[src/rtl/keypad_scanner.sv]
// 4x4 matrix keypad scanner: drives one column low at a time, samples the synchronized rows,
// and debounces whole scans into a single key_code/key_valid event per physical press.
module keypad_scanner #(
    parameter int SCAN_DIV       = 1000,
    parameter int DEBOUNCE_SCANS = 4
) (
    input  logic       clk,
    input  logic       rst_n,
    input  logic [3:0] row_in,
    output logic [3:0] col_out,
    output logic [3:0] key_code,
    output logic       key_valid,
    output logic       key_held
);

    localparam int DWELL_W = $clog2(SCAN_DIV);
    localparam int CNT_W   = $clog2(DEBOUNCE_SCANS + 1);
    localparam logic [DWELL_W-1:0] DWELL_LAST = DWELL_W'(SCAN_DIV - 1);
    localparam logic [CNT_W-1:0]   CNT_ONE    = CNT_W'(1);
    localparam logic [CNT_W-1:0]   CNT_TARGET = CNT_W'(DEBOUNCE_SCANS);

    typedef enum logic [1:0] {
        S_IDLE,
        S_DEBOUNCE,
        S_PRESSED,
        S_RELEASE
    } state_e;

    logic [3:0]         row_s1_q, row_s2_q;
    logic [DWELL_W-1:0] dwell_q, dwell_d;
    logic [1:0]         col_q, col_d;
    logic [3:0]         col_out_q, col_out_d;
    logic [1:0]         acc_cnt_q, acc_cnt_d;
    logic [3:0]         acc_code_q, acc_code_d;
    state_e             state_q, state_d;
    logic [3:0]         cand_q, cand_d;
    logic [CNT_W-1:0]   cnt_q, cnt_d;
    logic [3:0]         key_code_q, key_code_d;
    logic               key_valid_q, key_valid_d;
    logic               key_held_q, key_held_d;

    logic       sample, scan_end;
    logic [2:0] col_hits, total_hits;
    logic [3:0] col_code, scan_code;

    // NOTE: every always_comb output gets a default first so no path can leave a latch behind.
    always_comb begin
        dwell_d    = dwell_q;
        col_d      = col_q;
        col_out_d  = col_out_q;
        acc_cnt_d  = acc_cnt_q;
        acc_code_d = acc_code_q;

        // Rows sit stable by the last dwell cycle, so that is the only sampling point.
        sample   = (dwell_q == DWELL_LAST);
        scan_end = sample && (col_q == 2'd3);

        col_hits = 3'd0;
        col_code = 4'd0;
        for (int r = 3; r >= 0; r--) begin
            if (!row_s2_q[r]) begin
                col_hits = col_hits + 3'd1;
                col_code = {2'(r), col_q};
            end
        end
        total_hits = {1'b0, acc_cnt_q} + col_hits;
        scan_code  = (acc_cnt_q != 2'd0) ? acc_code_q : col_code;

        if (sample) begin
            dwell_d   = '0;
            col_d     = col_q + 2'd1;
            col_out_d = ~(4'b0001 << col_d);
            if (scan_end) begin
                acc_cnt_d  = 2'd0;
                acc_code_d = 4'd0;
            end else begin
                // Saturate at 2: beyond "more than one key" the exact count is irrelevant.
                acc_cnt_d  = (total_hits >= 3'd2) ? 2'd2 : total_hits[1:0];
                acc_code_d = scan_code;
            end
        end else begin
            dwell_d = dwell_q + DWELL_W'(1);
        end
    end

    always_comb begin
        state_d     = state_q;
        cand_d      = cand_q;
        cnt_d       = cnt_q;
        key_code_d  = key_code_q;
        key_valid_d = 1'b0;

        if (scan_end) begin
            case (state_q)
                S_IDLE: begin
                    if (total_hits == 3'd1) begin
                        cand_d = scan_code;
                        cnt_d  = CNT_ONE;
                        if (DEBOUNCE_SCANS == 1) begin
                            key_code_d  = scan_code;
                            key_valid_d = 1'b1;
                            state_d     = S_PRESSED;
                        end else begin
                            state_d = S_DEBOUNCE;
                        end
                    end
                end
                S_DEBOUNCE: begin
                    if (total_hits == 3'd1) begin
                        if (scan_code == cand_q) begin
                            cnt_d = cnt_q + CNT_ONE;
                            if (cnt_d == CNT_TARGET) begin
                                key_code_d  = cand_q;
                                key_valid_d = 1'b1;
                                state_d     = S_PRESSED;
                            end
                        end else begin
                            cand_d = scan_code;
                            cnt_d  = CNT_ONE;
                        end
                    end else begin
                        state_d = S_IDLE;
                    end
                end
                S_PRESSED: begin
                    // Any key activity keeps the press alive; rollover never re-fires.
                    if (total_hits == 3'd0) begin
                        cnt_d   = CNT_ONE;
                        state_d = (DEBOUNCE_SCANS == 1) ? S_IDLE : S_RELEASE;
                    end
                end
                S_RELEASE: begin
                    if (total_hits == 3'd0) begin
                        cnt_d = cnt_q + CNT_ONE;
                        if (cnt_d == CNT_TARGET) begin
                            state_d = S_IDLE;
                        end
                    end else begin
                        state_d = S_PRESSED;
                    end
                end
                default: state_d = S_IDLE;
            endcase
        end

        key_held_d = (state_d == S_PRESSED) || (state_d == S_RELEASE);
    end

    // NOTE: sequential state uses non-blocking assignments only, so every flop samples pre-edge values.
    always_ff @(posedge clk or negedge rst_n) begin
        if (!rst_n) begin
            // NOTE: synchronizer flops reset to 1 (the idle pulled-up row level) so reset never looks like a press.
            row_s1_q    <= 4'hF;
            row_s2_q    <= 4'hF;
            dwell_q     <= '0;
            col_q       <= 2'd0;
            col_out_q   <= 4'b1110;
            acc_cnt_q   <= 2'd0;
            acc_code_q  <= 4'd0;
            state_q     <= S_IDLE;
            cand_q      <= 4'd0;
            cnt_q       <= '0;
            key_code_q  <= 4'd0;
            key_valid_q <= 1'b0;
            key_held_q  <= 1'b0;
        end else begin
            row_s1_q    <= row_in;
            row_s2_q    <= row_s1_q;
            dwell_q     <= dwell_d;
            col_q       <= col_d;
            col_out_q   <= col_out_d;
            acc_cnt_q   <= acc_cnt_d;
            acc_code_q  <= acc_code_d;
            state_q     <= state_d;
            cand_q      <= cand_d;
            cnt_q       <= cnt_d;
            key_code_q  <= key_code_d;
            key_valid_q <= key_valid_d;
            key_held_q  <= key_held_d;
        end
    end

    assign col_out   = col_out_q;
    assign key_code  = key_code_q;
    assign key_valid = key_valid_q;
    assign key_held  = key_held_q;

endmodule

[config.mk]
export PLATFORM = sky130hd
export DESIGN_NAME = keypad_scanner
export DESIGN_NICKNAME = d
export VERILOG_FILES = /design/src/rtl/keypad_scanner.sv
export SDC_FILE = /design/constraint.sdc
export NUM_CORES = 1
export LEC_CHECK = 0
export ABC_CLOCK_PERIOD_IN_PS = 5800
export CAP_MARGIN = 30
export CORE_ASPECT_RATIO = 0.6
export CORE_MARGIN = 2
export CORE_UTILIZATION = 49
export CTS_BUF_LIST = sky130_fd_sc_hd__clkbuf_4 sky130_fd_sc_hd__clkbuf_8
export DETAILED_ROUTE_END_ITERATION = 8
export GPL_TIMING_DRIVEN = 0
export PLACE_DENSITY = 0.68
export SLEW_MARGIN = 20
export SYNTH_ARGS = -nofsm -noshare
export SYNTH_HDL_FRONTEND = slang
export SYNTH_SLANG_ARGS = --single-unit
[constraint.sdc]
create_clock -name clk -period 5.8 [get_ports clk]
set_input_delay 1.16 -clock clk [delete_from_list [all_inputs] [get_ports clk]]
set_output_delay 1.16 -clock clk [all_outputs]
set_load 0.01 [all_outputs]
==> out/metrics.yaml <==
synth_enable_flop_cells: 0
report.final.hold_viol_count: 0
slew_viol_final: 0
n_antenna_cell: 0
tritoncts.num_buffers: 5
floorplan.initialDensity_pct: 50.8
synth-compound-area-share_pct: 14.1
synth_simple_gate_area_share_pct: 18.0
share_of_final_layout_standard_cells_stronger_than_drive_strength_1_pct: 15.7
grt_antenna_before_repair: 0
core.rowCount: 19
routed.top_layer: "met4"
first_pass_grt_wire_length_um: 7760
worstPathMaxFanout: 6
wl_met3_um: 155
power.density_nw_per_um2: 215
synth-seq-area-share_pct: 49.1
worstSkewPairLatency_ns: 0.30
top_level_ports: 16
regArea_sq_um: 1140
dr.first_iter.drc_count: 42
antenna_left: 0
timing.setup.critical_path_class: "reg -> reg"
floorplan.die_area_sq_um: 5320
buffer_ports.inserted: 15
ys_warn_count: 0
layout.filler_cells: 380
final_common_cell: "sky130_fd_sc_hd__dfrtp_1"
cts-htree-levels: 2
track_usage_pct: 19.0
die_width_um: 92.8
xor_xnor_portion_of_the_synthesized_cell_area_pct: 4.37
post_cts.resized_instances: 0
rsz0062_at_grt: "false"
worst_hold_path_type: "reg -> reg"
post-cts-setup-buffer-count: 0
viasPerCell: 5.44
cts_hold_buf: 0
area_delta_synth_final_pct: 15.1
wl_per_cell_um: 14.4
layout_worst_path_cycle_share_pct: 67.6
worst_path_clk_slew_ns: 0.08
vias: 1626
route.layer.met1.wl_um: 2360
postSynthCellCount: 211
cap_violations: 0
gr-total-overflow: 0
synth_flop_cell: "sky130_fd_sc_hd__dfrtp_1"
period_minus_slack_ns: 3.92
multiInputGateArea_sq_um: 1110
peakVddDrop_v: 0.000125
cellLeakagePower_nw: 1.17
crit_path_start_kind: "flop"
cts_max_path_buffers: 2
place.gp.congestion: 0.804
floorplan.core_area_sq_um: 4560
die_y_um: 57.3
dp_hpwl_um: 3190
postSynthAreaPerCell_sq_um: 11.0
area_of_the_mapped_netlist_sq_um: 2320
wl_met2_um: 1730
detail_route.wirelength_um: 4310
cts-root-buf: "sky130_fd_sc_hd__clkbuf_8"
layout_common_cells: "sky130_fd_sc_hd__dfrtp_1, sky130_fd_sc_hd__nand2_1, sky130_fd_sc_hd__o21ai_0, sky130_fd_sc_hd__clkdlybuf4s50_1, sky130_fd_sc_hd__nor2_1"
final_nets: 254
whs_ns: 0.360
regToRegSetupSlack_ns: 1.88
drcViolationCount: 0
critical_path_sink_type: "flop"
count_of_clock_tree_sinks: 45
tritoncts: "done"
grt_pass1_vias: 1602
clock_skew_ns: 0.00658
post_synth_fa_ha_maj_area_fraction_pct: 7.34
setup_viol: 0
netlist-cell-type-count: 55
timing_worst_slew_pin_value_ns: 0.933
fmax_mhz: 255
critical_path_arrival_ns: 4.11
synth.net_count: 230
yosys_register_bits: 45
slew-limit-headroom_pct: 37.6
combinational_family_with_the_most_area_after_synthesis: "simple AND/OR/NAND/NOR gates"
synthMuxAreaShare_pct: 4.15
grt_start_max_net_pins: 29
fin_tns_setup_ns: 0
asyncSetResetFlopFracSynth_pct: 100
status: "finished clean"
worst_ep_required_time_ns: 5.99
drt_pre_antenna_iters: 4
-- critical path: stages (launching register included) --
cell and delay [ns]:
sky130_fd_sc_hd__dfstp_2 0.56, sky130_fd_sc_hd__inv_1 0.05, sky130_fd_sc_hd__ha_1 0.32, sky130_fd_sc_hd__xnor2_1 0.26, sky130_fd_sc_hd__ha_1 0.27, sky130_fd_sc_hd__mux2_2 0.28, sky130_fd_sc_hd__fa_1 0.38, sky130_fd_sc_hd__xnor3_1 0.49
sky130_fd_sc_hd__nor4_4 0.30, sky130_fd_sc_hd__nor4b_4 0.50, sky130_fd_sc_hd__mux2_2 0.39
-- cell families (layout without fill, tap and decap cells) --
kind of cell	after synthesis	in the layout
and+or+nand+nor	71	71
AOI/OAI and AO/OA	46	46
DFF	45	45
buffers and inverters	17	42
adders and majority gates	13	13
xor gates and xnor gates	10	10
muxes	9	9
-- stage by stage --
stage | area (sq um) | std cells | total power [mW] | setup WS (ns) | utilization, %
6_report | 2670 | 299 | 0.574 | 1.88 | 58.5
5_1_grt | 2670 | 299 | 0.601 | 1.68 | 58.5
4_1_cts | 2670 | 299 | 0.580 | 1.89 | 58.5
3_5_place_dp | 2570 | 291 | 0.368 | 1.91 | 56.3
3_3_place_gp | 2550 | 289 | 0.366 | 1.96 | 55.8
2_1_floorplan | 2320 | 211 | 0.351 | 2.23 | -
-- report_power, final --
| part | internal (mW) | switching (mW) | total (mW) | leakage (nW) |
|---|---|---|---|---|
| logic | 0.0160 | 0.0251 | 0.0411 | 0.537 |
| registers | 0.319 | 0.00177 | 0.320 | 0.576 |
| clock network | 0.108 | 0.105 | 0.213 | 0.0542 |
-- path summary, 6_finish.rpt --
path                          endpoint  depth (start not counted)   startpoint
hold reg to reg            row_s2_q[3]                          0  row_s1_q[3]
min in group asynchronous  key_code[1]                          1        rst_n
hold / removal             row_s2_q[3]                          0  row_s1_q[3]
max in group asynchronous   col_out[3]                          2        rst_n
setup reg to reg           key_code[1]                         10  row_s2_q[2]
setup / recovery           key_code[1]                         10  row_s2_q[2]
-- cell type report --
class / count / area share [%]
buffer: 5 / 0.890
clock buffer: 7 / 3.61
clock inverter: 1 / 0.187
inverter: 12 / 1.69
multi-input combinational: 149 / 41.6
sequential: 45 / 42.7
tap: 63 / 2.95
timing repair buffer: 17 / 6.37
-- state kept, by name, summed over array words and instances (netlist names) --
signal / cells
dwell_q: 10
acc_code_q: 4
cand_q: 4
col_out: 4
key_code: 4
row_s1_q: 4
row_s2_q: 4
cnt_q: 3
acc_cnt_q: 2
col_q: 2
state_q: 2
key_held: 1
key_valid: 1
-- metal layers --
| layer | up-vias | global-route usage [%] |
|---|---|---|
| li1 | 801 | - |
| met1 | 792 | 29.7 |
| met2 | 26 | 25.9 |
| met3 | 7 | 4.36 |
| met4 | 0 | 6.30 |
| met5 | - | 0 |
-- synthesized netlist by cell type, types with 4 or more instances --
cell type	count	area share, %
sky130_fd_sc_hd__dfrtp_1	34	37
sky130_fd_sc_hd__nand2_1	17	2.8
sky130_fd_sc_hd__o21ai_0	14	3.0
sky130_fd_sc_hd__nor2_1	13	2.1
sky130_fd_sc_hd__ha_1	12	6.5
sky130_fd_sc_hd__inv_1	12	1.9
sky130_fd_sc_hd__dfstp_2	11	12
sky130_fd_sc_hd__xnor2_1	7	2.6
sky130_fd_sc_hd__nand3_1	6	1.3
sky130_fd_sc_hd__nor2b_1	5	1.3
sky130_fd_sc_hd__o31ai_1	5	1.6
sky130_fd_sc_hd__a22o_1	4	1.5
sky130_fd_sc_hd__and3_1	4	1.1
sky130_fd_sc_hd__mux2_2	4	1.9
sky130_fd_sc_hd__mux2i_1	4	1.7
sky130_fd_sc_hd__nor3_1	4	0.86
sky130_fd_sc_hd__o21a_1	4	1.3
No activity file was read; power rests on OpenSTA's default activity.
